### src/rtl/mem_lsu_pkg.sv
// Shared types and constants for the MEM-stage load/store unit.
package mem_lsu_pkg;

  localparam int XLEN    = 64;
  localparam int DMEM_AW = 32;

  typedef logic [XLEN-1:0] dw_t;

  typedef enum logic [1:0] {
    IDLE     = 2'd0,
    REQ      = 2'd1,
    WAIT_RSP = 2'd2,
    DONE     = 2'd3
  } lsu_state_e;

  localparam logic [2:0] F3_B  = 3'b000;
  localparam logic [2:0] F3_H  = 3'b001;
  localparam logic [2:0] F3_W  = 3'b010;
  localparam logic [2:0] F3_D  = 3'b011;
  localparam logic [2:0] F3_BU = 3'b100;
  localparam logic [2:0] F3_HU = 3'b101;
  localparam logic [2:0] F3_WU = 3'b110;

  // An access faults when it is not naturally aligned to its size, uses the
  // reserved encoding, or is a store with an unsigned (load-only) size code.
  function automatic logic access_fault(input logic [2:0] f3, input logic we,
                                        input logic [2:0] off);
    logic flt;
    flt = 1'b0;
    case (f3)
      F3_B, F3_BU: flt = 1'b0;
      F3_H, F3_HU: flt = off[0];
      F3_W, F3_WU: flt = (off[1:0] != 2'b00);
      F3_D:        flt = (off != 3'b000);
      default:     flt = 1'b1;
    endcase
    if (we && f3[2]) begin
      flt = 1'b1;
    end else begin
      flt = flt;
    end
    return flt;
  endfunction

endpackage

### src/rtl/mem_lsu_align.sv
// Combinational lane logic: store strobe/data placement and load extract/extend.
module mem_lsu_align
  import mem_lsu_pkg::*;
#(
  parameter int XLEN = 64
) (
  input  logic [2:0]      st_funct3,
  input  logic [2:0]      st_off,
  input  logic [XLEN-1:0] st_data,
  input  logic [2:0]      ld_funct3,
  input  logic [2:0]      ld_off,
  input  logic [XLEN-1:0] ld_rdata,
  output logic [7:0]      st_wstrb,
  output logic [XLEN-1:0] st_wdata,
  output logic [XLEN-1:0] ld_data
);

  logic [7:0]      size_mask;
  logic [XLEN-1:0] shifted;

  // Store side: size mask and data both move up to the addressed byte lane.
  always_comb begin
    size_mask = 8'h00;
    case (st_funct3[1:0])
      2'b00:   size_mask = 8'h01;
      2'b01:   size_mask = 8'h03;
      2'b10:   size_mask = 8'h0F;
      2'b11:   size_mask = 8'hFF;
      default: size_mask = 8'h00;
    endcase
    st_wstrb = size_mask << st_off;
    st_wdata = st_data << {st_off, 3'b000};
  end

  // Load side: bring the addressed lane down to bit 0, then sign/zero extend.
  always_comb begin
    shifted = ld_rdata >> {ld_off, 3'b000};
    ld_data = shifted;
    case (ld_funct3)
      F3_B:    ld_data = {{(XLEN-8){shifted[7]}}, shifted[7:0]};
      F3_H:    ld_data = {{(XLEN-16){shifted[15]}}, shifted[15:0]};
      F3_W:    ld_data = {{(XLEN-32){shifted[31]}}, shifted[31:0]};
      F3_BU:   ld_data = {{(XLEN-8){1'b0}}, shifted[7:0]};
      F3_HU:   ld_data = {{(XLEN-16){1'b0}}, shifted[15:0]};
      F3_WU:   ld_data = {{(XLEN-32){1'b0}}, shifted[31:0]};
      default: ld_data = shifted;
    endcase
  end

endmodule

### src/rtl/mem_lsu.sv
// MEM-stage load/store unit: access FSM, request payload and load result registers.
module mem_lsu
  import mem_lsu_pkg::*;
#(
  parameter int XLEN    = 64,
  parameter int DMEM_AW = 32
) (
  input  logic               clk,
  input  logic               rst,
  input  logic               req_valid_M,
  input  logic               req_we_M,
  input  logic [2:0]         funct3_M,
  input  logic [XLEN-1:0]    alu_out_M,
  input  logic [XLEN-1:0]    rs2_data_M,
  output logic               dmem_req_valid,
  input  logic               dmem_req_ready,
  output logic [DMEM_AW-1:0] dmem_addr,
  output logic               dmem_we,
  output logic [7:0]         dmem_wstrb,
  output logic [XLEN-1:0]    dmem_wdata,
  input  logic               dmem_rsp_valid,
  input  logic [XLEN-1:0]    dmem_rdata,
  output logic [XLEN-1:0]    ld_data_M,
  output logic               done_M,
  output logic               stall_M,
  output logic               fault_M
);

  lsu_state_e      state;
  lsu_state_e      state_next;
  logic            req_fault;
  logic            accept;
  logic [2:0]      f3_lat;
  logic [2:0]      off_lat;
  logic [7:0]      st_wstrb;
  logic [XLEN-1:0] st_wdata;
  logic [XLEN-1:0] ld_ext;
  logic            unused_addr_hi;

  // Bits above the memory address width are not part of the issued address.
  assign unused_addr_hi = ^alu_out_M[XLEN-1:DMEM_AW];

  assign req_fault = access_fault(funct3_M, req_we_M, alu_out_M[2:0]);
  assign accept    = (state == IDLE) && req_valid_M;
  assign stall_M   = req_valid_M && (state != DONE);

  // Store payload is computed from live inputs; load extraction from the latched access.
  mem_lsu_align #(.XLEN(XLEN)) u_align (
    .st_funct3 (funct3_M),
    .st_off    (alu_out_M[2:0]),
    .st_data   (rs2_data_M),
    .ld_funct3 (f3_lat),
    .ld_off    (off_lat),
    .ld_rdata  (dmem_rdata),
    .st_wstrb  (st_wstrb),
    .st_wdata  (st_wdata),
    .ld_data   (ld_ext)
  );

  // State register; reset aborts any access in flight.
  always_ff @(posedge clk or posedge rst) begin
    if (rst) begin
      state <= IDLE;
    end else begin
      state <= state_next;
    end
  end

  // Next-state: faults finish without touching memory; loads wait for the response.
  always_comb begin
    state_next = state;
    case (state)
      IDLE: begin
        if (req_valid_M) begin
          if (req_fault) begin
            state_next = DONE;
          end else begin
            state_next = REQ;
          end
        end else begin
          state_next = IDLE;
        end
      end
      REQ: begin
        if (dmem_req_ready) begin
          if (dmem_we) begin
            state_next = DONE;
          end else begin
            state_next = WAIT_RSP;
          end
        end else begin
          state_next = REQ;
        end
      end
      WAIT_RSP: begin
        if (dmem_rsp_valid) begin
          state_next = DONE;
        end else begin
          state_next = WAIT_RSP;
        end
      end
      DONE:    state_next = IDLE;
      default: state_next = IDLE;
    endcase
  end

  // Latch the request payload once per accepted access; it stays stable through REQ.
  always_ff @(posedge clk or posedge rst) begin
    if (rst) begin
      dmem_addr  <= {DMEM_AW{1'b0}};
      dmem_we    <= 1'b0;
      dmem_wstrb <= 8'h00;
      dmem_wdata <= {XLEN{1'b0}};
      f3_lat     <= 3'b000;
      off_lat    <= 3'b000;
    end else if (accept && !req_fault) begin
      dmem_addr  <= {alu_out_M[DMEM_AW-1:3], 3'b000};
      dmem_we    <= req_we_M;
      dmem_wstrb <= st_wstrb;
      dmem_wdata <= st_wdata;
      f3_lat     <= funct3_M;
      off_lat    <= alu_out_M[2:0];
    end
  end

  // Registered status outputs decoded from the state being entered.
  always_ff @(posedge clk or posedge rst) begin
    if (rst) begin
      dmem_req_valid <= 1'b0;
      done_M         <= 1'b0;
      fault_M        <= 1'b0;
    end else begin
      dmem_req_valid <= (state_next == REQ);
      done_M         <= (state_next == DONE);
      fault_M        <= (state_next == DONE) && (state == IDLE);
    end
  end

  // Load result is only updated by a response arriving while waiting for one.
  always_ff @(posedge clk or posedge rst) begin
    if (rst) begin
      ld_data_M <= {XLEN{1'b0}};
    end else if ((state == WAIT_RSP) && dmem_rsp_valid) begin
      ld_data_M <= ld_ext;
    end
  end

endmodule

### config.mk
export PLATFORM = sky130hd
export DESIGN_NAME = mem_lsu
export DESIGN_NICKNAME = d
export VERILOG_FILES = /design/src/rtl/mem_lsu_pkg.sv /design/src/rtl/mem_lsu_align.sv /design/src/rtl/mem_lsu.sv
export SDC_FILE = /design/constraint.sdc
export NUM_CORES = 1
export LEC_CHECK = 0
export CAP_MARGIN = 20
export CORE_AREA = 3 3 180 138
export DETAILED_ROUTE_END_ITERATION = 12
export DIE_AREA = 0 0 183 141
export DONT_BUFFER_PORTS = 1
export GPL_TIMING_DRIVEN = 0
export SLEW_MARGIN = 20
export SYNTH_ARGS = -nofsm -noshare
export SYNTH_HDL_FRONTEND = slang
export SYNTH_SLANG_ARGS = --single-unit
### constraint.sdc
create_clock -name clk -period 7.2 [get_ports clk]
set_clock_uncertainty 0.1 [all_clocks]
set_input_delay 1.08 -clock clk [delete_from_list [all_inputs] [get_ports clk]]
set_output_delay 1.08 -clock clk [all_outputs]
set_load 0.05 [all_outputs]
==> results.sh, run 1 <==
export IMPL_synth_edff_count=0
export IMPL_startpoint_type="primary input"
export IMPL_crit_required_ns=6.02
export IMPL_io_buffers=0
export IMPL_overflow=0
export IMPL_dieHeight_um=141
export IMPL_cts_max_path_buffers=2
export IMPL_fill_cells=2207
export IMPL_viasPerCell=6.34
export IMPL_post_route_drc_count=0
export IMPL_yosysMostFrequentCell="dfrtp_1"
export IMPL_core_area_sq_um=23100
export IMPL_cap_violations=0
export IMPL_synth_top_area_share_pct=42.4
export IMPL_syn2layout_area_growth_pct=9.73
export IMPL_critPathMaxFanout=3
export IMPL_netlist_area_sq_um=10400
export IMPL_grt_max_degree=99
export IMPL_cts_tree="built"
export IMPL_synth_top_area_cell="dfrtp_1"
export IMPL_totalPowerFinal_mw=6.40
export IMPL_antenna_found_initial=6
export IMPL_hold_path_class="primary input to async pin"
export IMPL_rsz0062_at_grt="false"
export IMPL_synthArstFlopShare_pct=100
export IMPL_slew_headroom_pct=32.8
export IMPL_max_freq_mhz=328
export IMPL_final_util_pct=49.7
export IMPL_routed_wirelength_um=39600
export IMPL_cts_num_sinks=177
export IMPL_power_leakage_nw=4.75
export IMPL_diodes=0
export IMPL_avgSynthCellArea_sq_um=10.0
export IMPL_place_area_sq_um=10900
export IMPL_clock_latency_ns=0.44
export IMPL_yosysSeqAreaShare_pct=42.4
export IMPL_tightestPinTransition_ns=1.01
export IMPL_fp_row_count=48
export IMPL_crit_path_top_delay_cell="a21boi_1"
export IMPL_start_util_pct=45.3
export IMPL_synth_distinct_cells=54
export IMPL_cts_htree_levels=4
export IMPL_grt_pass1_wl_um=57900
export IMPL_r2r_start="off_lat[2]$_DFFE_PP0P_"
export IMPL_synth_seq_cells=177
export IMPL_slowest_delay_ns=0.79
export IMPL_drive_above_1_share_pct=20.7
export IMPL_fin_cells=1377
export IMPL_fin_ws_ns=4.15
export IMPL_synth_area_leaders="dfrtp_1 42%, mux2_2 12%, mux2i_1 8.9%"
export IMPL_ctsResizeCount=0
export IMPL_crit_chain="a21boi_1"
export IMPL_critical_path_startpoint="req_valid_M"
export IMPL_crit_family="compound AO/OA/AOI/OAI gates"
export IMPL_crit_type="primary input to output port"
export IMPL_cts_buffers=17
export IMPL_crit_buf_inv=0
export IMPL_fin_nets=1265
export IMPL_grt_pass1_vias=8644
export IMPL_die_x_um=183
export IMPL_worst_ep_arrival_time_ns=1.87
export IMPL_cts_root_buf="clkbuf_16"
export IMPL_final_antenna_net_count=0
export IMPL_ir_worst_vdd_mv=0.303
export IMPL_endpoint_kind="output port"
export IMPL_gp_congestion=1.01
export IMPL_place_inst=1345
export IMPL_track_usage_pct=30.2
export IMPL_cts_hold_fix_buffers=0
export IMPL_finalSetupViolations=0
export IMPL_detail_route_iter0_violations=887
export IMPL_finalCritPeriodShare_pct=42.3
export IMPL_r2r_cells=7
export IMPL_final_max_slew_viol_count=0
export IMPL_io_pin_count=374
export IMPL_outcome="finished clean"
export IMPL_clk_pin_slew_ns=0.07
export IMPL_path_depth=1
export IMPL_wl_per_cell_um=28.8
export IMPL_post_cts_buffers=0
export IMPL_dp_hpwl_um=30700
export IMPL_drtPass1Iterations=5
export IMPL_ys_top_cells_by_count="177 x dfrtp_1, 108 x mux2_2, 108 x nand2_1"
export IMPL_power_density_nw_per_um2=559
export IMPL_fin_crit_ns=3.05
export IMPL_via_count=8724
export IMPL_ys_flop_type="dfrtp_1"
export IMPL_dieArea_sq_um=25800
export IMPL_synth_warning_count=0
export IMPL_synthCells=1042
export IMPL_finalHoldViolCount=0
export IMPL_final_area_sq_um=11500
export IMPL_pre_cts_slack_ns=3.86
sequential cells by signal, summed over array words and instances (netlist names):
| register | flops |
|---|---|
| dmem_wdata | 64 |
| ld_data_M | 64 |
| dmem_addr | 29 |
| dmem_wstrb | 8 |
| f3_lat | 3 |
| off_lat | 3 |
| state | 2 |
| dmem_req_valid | 1 |
| dmem_we | 1 |
| done_M | 1 |
| fault_M | 1 |
stage by stage:
step                hold slack, ns  setup TNS [ns]
detailed placement           0.480               0
global route                 0.479               0
floorplan                    0.429               0
global placement             0.477         -141.31
finish                       0.448               0
CTS                          0.471               0
final timing paths:
kind / end / slack [ns]
worst max-delay path: stall_M / 4.15
worst min-delay path: dmem_addr[26]$_DFFE_PP0P_ / 0.45
worst max register to register: ld_data_M[9]$_DFFE_PP0P_ / 4.49
worst min register to register: f3_lat[2]$_DFFE_PP0P_ / 0.48
max in group asynchronous: dmem_wdata[13]$_DFFE_PP0P_ / 5.58
min in group clk: f3_lat[2]$_DFFE_PP0P_ / 0.48
logic make-up after synthesis:
group	Yosys count	share of synthesized area [%]
other cells	1	0.0359
compound gates	270	15.8
simple gates	263	11.4
mux	226	25.2
buf+inv	105	5.12
flops	177	42.4
cell usage in the layout, fill, tap and decap left out, types with 13 or more instances in the layout:
cell type	n
nor2b_1	21
mux4_2	18
clkbuf_1	42
clkbuf_16	17
mux2_2	108
dfrtp_1	177
a31oi_1	54
o21ai_0	81
buf_2	28
a21oi_1	58
nor2_1	101
o41ai_1	18
nand2_1	108
o22ai_1	13
mux2i_1	93
power breakdown:
group          internal [mW]  total (mW)  switching [mW]
registers               1.44        3.45            2.01
logic                  0.817        2.01            1.19
clock network          0.495       0.946           0.450
per-layer routing:
metal | global-route usage (%) | share of wire (%)
met3 | 13.9 | 14
met2 | 39.9 | 39
met1 | 44.6 | 45
met4 | 7.33 | 2.1
met5 | 0 | 0.19
area by class of cell:
cell class	count	area [sq um]	share of cell area, %
well taps	300	375	3.28
clock inverters	15	168	1.46
multi-input cells	762	5490	47.9
flip-flops and latches	177	4430	38.7
plain buffers	97	504	4.40
inverters	8	37.5	0.328
repair buffers	1	27.5	0.240
clock buffers	17	425	3.71
No activity file was read; power rests on OpenSTA's default activity.
==> run 2, diff against run 1 <==
==> constraint.sdc (replaced) <==
create_clock -name clk -period 2.6 [get_ports clk]
set_clock_uncertainty 0.1 [all_clocks]
set_input_delay 0.39 -clock clk [delete_from_list [all_inputs] [get_ports clk]]
set_output_delay 0.39 -clock clk [all_outputs]
set_load 0.05 [all_outputs]
==> results.sh, run 2 (synthesized netlist as in run 1, its figures left out) <==
export IMPL_dieArea_sq_um=25800
export IMPL_rsz0062_at_grt="false"
export IMPL_hold_slack_ns=0.0786
export IMPL_antenna_found_initial=2
export IMPL_totalPowerFinal_mw=17.7
export IMPL_place_area_sq_um=11000
export IMPL_via_count=8995
export IMPL_startpoint_type="flip-flop"
export IMPL_io_buffers=0
export IMPL_fin_ws_ns=0.0153
export IMPL_finalSetupViolations=0
export IMPL_cts_num_sinks=177
export IMPL_cap_violations=0
export IMPL_endpoint_kind="flip-flop"
export IMPL_clock_latency_ns=0.44
export IMPL_dp_hpwl_um=31100
export IMPL_cts_tree="built"
export IMPL_hold_path_class="primary input to flip-flop"
export IMPL_pre_cts_slack_ns=-0.0650
export IMPL_start_util_pct=45.3
export IMPL_fill_cells=2072
export IMPL_track_usage_pct=30.2
export IMPL_r2r_cells=7
export IMPL_overflow=0
export IMPL_io_pin_count=374
export IMPL_finalCritPeriodShare_pct=99.4
export IMPL_largestRegisters="dmem_wdata (64), ld_data_M (64), dmem_addr (29)"
export IMPL_crit_required_ns=2.80
export IMPL_outcome="finished clean"
export IMPL_final_common_cell="dfrtp_1"
export IMPL_post_cts_buffers=0
export IMPL_fin_nets=1319
export IMPL_power_density_nw_per_um2=1470
export IMPL_cts_max_path_buffers=2
export IMPL_detail_route_iter0_violations=854
export IMPL_routed_wirelength_um=39600
export IMPL_core_area_sq_um=23100
export IMPL_drive_above_1_share_pct=20.3
export IMPL_die_x_um=183
export IMPL_syn2layout_area_growth_pct=15.2
export IMPL_worst_ep_arrival_time_ns=2.78
export IMPL_grt_pass1_wl_um=58200
export IMPL_power_leakage_nw=4.98
export IMPL_regArea_sq_um=4430
export IMPL_finalHoldViolCount=0
export IMPL_mostFrequentLayoutCells="177 x dfrtp_1, 108 x nand2_1, 108 x mux2_2, 101 x nor2_1, 93 x mux2i_1"
export IMPL_grt_max_degree=34
export IMPL_final_max_slew_viol_count=0
export IMPL_critPathMaxFanout=10
export IMPL_dieHeight_um=141
export IMPL_wl_per_cell_um=27.6
export IMPL_viasPerCell=6.28
export IMPL_clk_pin_slew_ns=0.07
export IMPL_tightestPinTransition_ns=1.01
export IMPL_fin_crit_ns=2.58
export IMPL_ir_worst_vdd_mv=1.01
export IMPL_cts_htree_levels=4
export IMPL_crit_type="flip-flop to flip-flop"
export IMPL_dr_wl_met3_um=5510
export IMPL_final_area_sq_um=12000
export IMPL_max_freq_mhz=387
export IMPL_wl_met2_um=15800
export IMPL_hold_depth=3
export IMPL_rrSetupSlack_ns=0.02
export IMPL_final_antenna_net_count=0
export IMPL_route_layer_met1_wl_um=17600
export IMPL_drtPass1Iterations=5
export IMPL_hold_end="dmem_wdata[0]$_DFFE_PP0P_"
export IMPL_hold_start="alu_out_M[0]"
export IMPL_grt_pass1_vias=8797
export IMPL_cts_root_buf="clkbuf_16"
export IMPL_multi_input_area_sq_um=5480
export IMPL_post_route_drc_count=0
export IMPL_fp_row_count=48
export IMPL_r2r_start="off_lat[2]$_DFFE_PP0P_"
export IMPL_slew_headroom_pct=32.4
export IMPL_r2r_end="ld_data_M[12]$_DFFE_PP0P_"
export IMPL_gp_congestion=0.989
export IMPL_highest_layer="met5"
export IMPL_cts_buffers=17
export IMPL_final_setup_tns_ns=0
run 2: metal layers:
layer	up-vias	global-route usage [%]
met4	2	6.41
met5	-	0
met2	556	40.1
met1	4464	44.6
met3	41	14.0
li1	3932	-
run 2: worst max path at each step:
stage	startpoint	endpoint	slack [ns]	cells after the start
final	off_lat[2]$_DFFE_PP0P_	ld_data_M[12]$_DFFE_PP0P_	0.02	7
after global routing	off_lat[0]$_DFFE_PP0P_	ld_data_M[47]$_DFFE_PP0P_	0.005	8
after CTS	off_lat[0]$_DFFE_PP0P_	ld_data_M[23]$_DFFE_PP0P_	0.09	7
after detailed placement	alu_out_M[1]	dmem_wdata[52]$_DFFE_PP0P_	-0.06	8
after global placement	rst	dmem_wdata[43]$_DFFE_PP0P_	-1.22	1
after floorplan	rst	dmem_addr[10]$_DFFE_PP0P_	-0.16	1
run 2: layout make-up:
| class | instances | area share [%] |
|---|---|---|
| clock buffer | 19 | 3.77 |
| tap | 300 | 3.12 |
| buffer | 97 | 4.20 |
| sequential | 177 | 36.8 |
| clock inverter | 13 | 1.04 |
| multi-input combinational | 762 | 45.6 |
| inverter | 8 | 0.312 |
| antenna | 1 | 0.0208 |
| timing repair buffer | 55 | 5.10 |
run 2: power by group:
part           total [mW]  internal (mW)  switching [mW]
sequential           9.54           3.98            5.56
combinational        5.61           2.33            3.28
clock                2.56           1.38            1.18
run 2: critical path, cell delays in order, from the launching register on:
cell and delay [ns]:
dfrtp_1 0.38, buf_2 0.20, buf_2 0.27, clkinvlp_4 0.23
clkbuf_1 0.46, a21oi_1 0.10, o21ai_0 0.56, a21oi_1 0.15
run 2: through the flow:
stage,util (%),instances
final,52.1,1432
after global routing,52.1,1432
after CTS,52.1,1430
after detailed placement,47.5,1350
after global placement,46.9,1344
after floorplan,-,1044
run 2: repair_timing:
action	CTS	global route
hold endpoints to repair	66	0
setup endpoints to repair	0	8
gates resized for setup	0	3
hold buffers	48	0
==> run 3, diff against run 2 <==
--- a/config.mk
+++ b/config.mk
@@ -5,10 +5,13 @@
 export SDC_FILE = /design/constraint.sdc
 export NUM_CORES = 1
 export LEC_CHECK = 0
+export ABC_AREA = 1
 export CAP_MARGIN = 20
-export CORE_AREA = 3 3 180 138
+export CORE_AREA = 3 3 183 141
+export CTS_BUF_LIST = sky130_fd_sc_hd__clkbuf_16
+export CTS_CLUSTER_SIZE = 40
 export DETAILED_ROUTE_END_ITERATION = 12
-export DIE_AREA = 0 0 183 141
+export DIE_AREA = 0 0 186 144
 export DONT_BUFFER_PORTS = 1
 export GPL_TIMING_DRIVEN = 0
 export SLEW_MARGIN = 20
==> results.sh, run 3 <==
export IMPL_outcome="finished clean"
export IMPL_synth_top_area_share_pct=41.0
export IMPL_synth_distinct_cells=38
export IMPL_fin_cells=1969
export IMPL_die_x_um=186
export IMPL_hold_start="alu_out_M[29]"
export IMPL_drtPass1Iterations=6
export IMPL_final_common_cell="nand2_1"
export IMPL_drive_above_1_share_pct=11.5
export IMPL_clock_latency_ns=0.44
export IMPL_viasPerCell=5.56
export IMPL_io_buffers=0
export IMPL_crit_type="flip-flop to flip-flop"
export IMPL_fin_crit_ns=2.46
export IMPL_startpoint_type="flip-flop"
export IMPL_routed_wirelength_um=44600
export IMPL_synth_top_area_cell="dfrtp_1"
export IMPL_core_area_sq_um=23900
export IMPL_synthCells=1586
export IMPL_crit_required_ns=2.88
export IMPL_netlist_area_sq_um=10800
export IMPL_cap_violations=0
export IMPL_final_setup_tns_ns=0
export IMPL_hold_depth=2
export IMPL_io_pin_count=374
export IMPL_cts_htree_levels=4
export IMPL_critPathMaxFanout=10
export IMPL_worst_ep_arrival_time_ns=2.74
export IMPL_largestRegisters="dmem_wdata (64), ld_data_M (64), dmem_addr (29)"
export IMPL_via_count=11000
export IMPL_fill_cells=2421
export IMPL_cts_buffers=17
export IMPL_synth_seq_cells=177
export IMPL_ys_top_cells_by_count="658 x nand2_1, 177 x dfrtp_1, 139 x nand3_1"
export IMPL_place_inst=1899
export IMPL_overflow=0
export IMPL_post_cts_buffers=0
export IMPL_dp_hpwl_um=35100
export IMPL_diodes=0
export IMPL_r2r_start="off_lat[0]$_DFFE_PP0P_"
export IMPL_track_usage_pct=32.9
export IMPL_cts_max_path_buffers=2
export IMPL_cts_root_buf="clkbuf_16"
export IMPL_fp_row_count=49
export IMPL_synth_warning_count=0
export IMPL_r2r_end="ld_data_M[45]$_DFFE_PP0P_"
export IMPL_dieArea_sq_um=26800
export IMPL_max_freq_mhz=407
export IMPL_finalSetupViolations=0
export IMPL_ys_flop_type="dfrtp_1"
export IMPL_synth_area_leaders="dfrtp_1 41%, nand2_1 23%, nand3_1 6.4%"
export IMPL_power_density_nw_per_um2=1450
export IMPL_regArea_sq_um=4430
export IMPL_cts_num_sinks=177
export IMPL_rsz0062_at_grt="false"
export IMPL_grt_pass1_vias=10200
export IMPL_synth_edff_count=0
export IMPL_antenna_found_initial=1
export IMPL_power_leakage_nw=6.33
export IMPL_start_util_pct=45.2
export IMPL_hold_end="dmem_addr[29]$_DFFE_PP0P_"
export IMPL_endpoint_kind="flip-flop"
export IMPL_cts_tree="built"
export IMPL_detail_route_iter0_violations=1153
export IMPL_slew_headroom_pct=29.0
export IMPL_wl_per_cell_um=22.7
export IMPL_tightestPinTransition_ns=1.07
export IMPL_grt_pass1_wl_um=65300
export IMPL_final_max_slew_viol_count=0
export IMPL_finalCritPeriodShare_pct=94.5
export IMPL_yosysMostFrequentCell="nand2_1"
export IMPL_multi_input_area_sq_um=5480
export IMPL_clk_pin_slew_ns=0.08
export IMPL_dieHeight_um=144
export IMPL_gp_congestion=1.01
export IMPL_ir_worst_vdd_mv=0.876
export IMPL_syn2layout_area_growth_pct=13.5
export IMPL_yosysSeqAreaShare_pct=41.0
export IMPL_post_route_drc_count=0
export IMPL_mostFrequentLayoutCells="658 x nand2_1, 177 x dfrtp_1, 139 x nand3_1, 120 x o21ai_0, 94 x nor2_1"
export IMPL_hold_slack_ns=0.0129
export IMPL_final_antenna_net_count=0
export IMPL_finalHoldViolCount=0
export IMPL_hold_path_class="primary input to flip-flop"
export IMPL_fin_nets=1851
export IMPL_grt_max_degree=35
export IMPL_synthArstFlopShare_pct=100
export IMPL_avgSynthCellArea_sq_um=6.81
export IMPL_r2r_cells=10
export IMPL_rrSetupSlack_ns=0.14
[run 3: critical path, cell delays in order, from the launching register on]
cell,delay [ns]
dfrtp_1,0.45
inv_2,0.08
buf_4,0.17
buf_6,0.16
buf_2,0.25
nand2_1,0.08
nand2_1,0.06
o21ai_0,0.15
o21ai_0,0.65
nor2_1,0.14
nor2_1,0.11
[run 3: cell families (layout without fill, tap and decap cells)]
group                  after synthesis  count (layout)  synth area share (%)
AO/OA/AOI/OAI                      208             208                  10.1
buffers and inverters              191             266                  8.42
flip-flops                         177             177                  41.0
multiplexers                        16              16                  1.48
other                                1               3                0.0347
AND/OR/NAND/NOR                    993             993                  38.9
[run 3: worst max-delay path by stage]
stage,start,endpoint,slack [ns],depth (start not counted)
3_3_place_gp,rst,dmem_addr[28]$_DFFE_PP0P_,-1.21,1
2_1_floorplan,rst,dmem_addr[10]$_DFFE_PP0P_,-0.16,1
5_1_grt,off_lat[0]$_DFFE_PP0P_,ld_data_M[41]$_DFFE_PP0P_,0.04,10
3_5_place_dp,off_lat[1]$_DFFE_PP0P_,ld_data_M[43]$_DFFE_PP0P_,0.14,7
4_1_cts,off_lat[1]$_DFFE_PP0P_,ld_data_M[43]$_DFFE_PP0P_,0.13,7
6_report,off_lat[0]$_DFFE_PP0P_,ld_data_M[45]$_DFFE_PP0P_,0.14,10
[run 3: layout make-up]
cell class / instances / share of cell area, %
Buffer: 109 / 4.90
Clock buffer: 17 / 3.47
Clock inverter: 15 / 1.23
Inverter: 81 / 2.53
Multi-Input combinational cell: 1220 / 44.6
Sequential cell: 177 / 36.1
Tap cell: 306 / 3.12
Timing Repair Buffer: 44 / 4.00
[run 3: where the power goes]
group | switching [mW] | leakage (nW) | internal [mW]
Combinational | 4.03 | 3.85 | 2.03
Clock | 1.27 | 0.280 | 1.27
Sequential | 5.27 | 2.20 | 3.92
[run 3: repair_timing]
item,CTS,global route
endpoints found under the hold margin,56,0
resized for setup,0,3
setup endpoints to repair,0,4
hold buffers,39,0
[run 3: through the flow]
stage	power (mW)	area (sq um)	utilization, %	worst slack (ns)
2_1_floorplan	13.0	10800	-	-0.157
5_1_grt	18.8	12300	51.3	0.0355
3_3_place_gp	15.0	11200	46.8	-1.21
3_5_place_dp	15.1	11300	47.3	0.136
4_1_cts	17.7	12300	51.3	0.125
6_report	17.8	12300	51.3	0.143
[run 3: metal layers]
metal	track usage (%)	wire, um	vias up
li1	-	-	5152
met1	48.1	19700	5114
met2	45.1	17800	620
met3	13.7	6060	63
met4	8.23	1030	2
met5	0	10	-
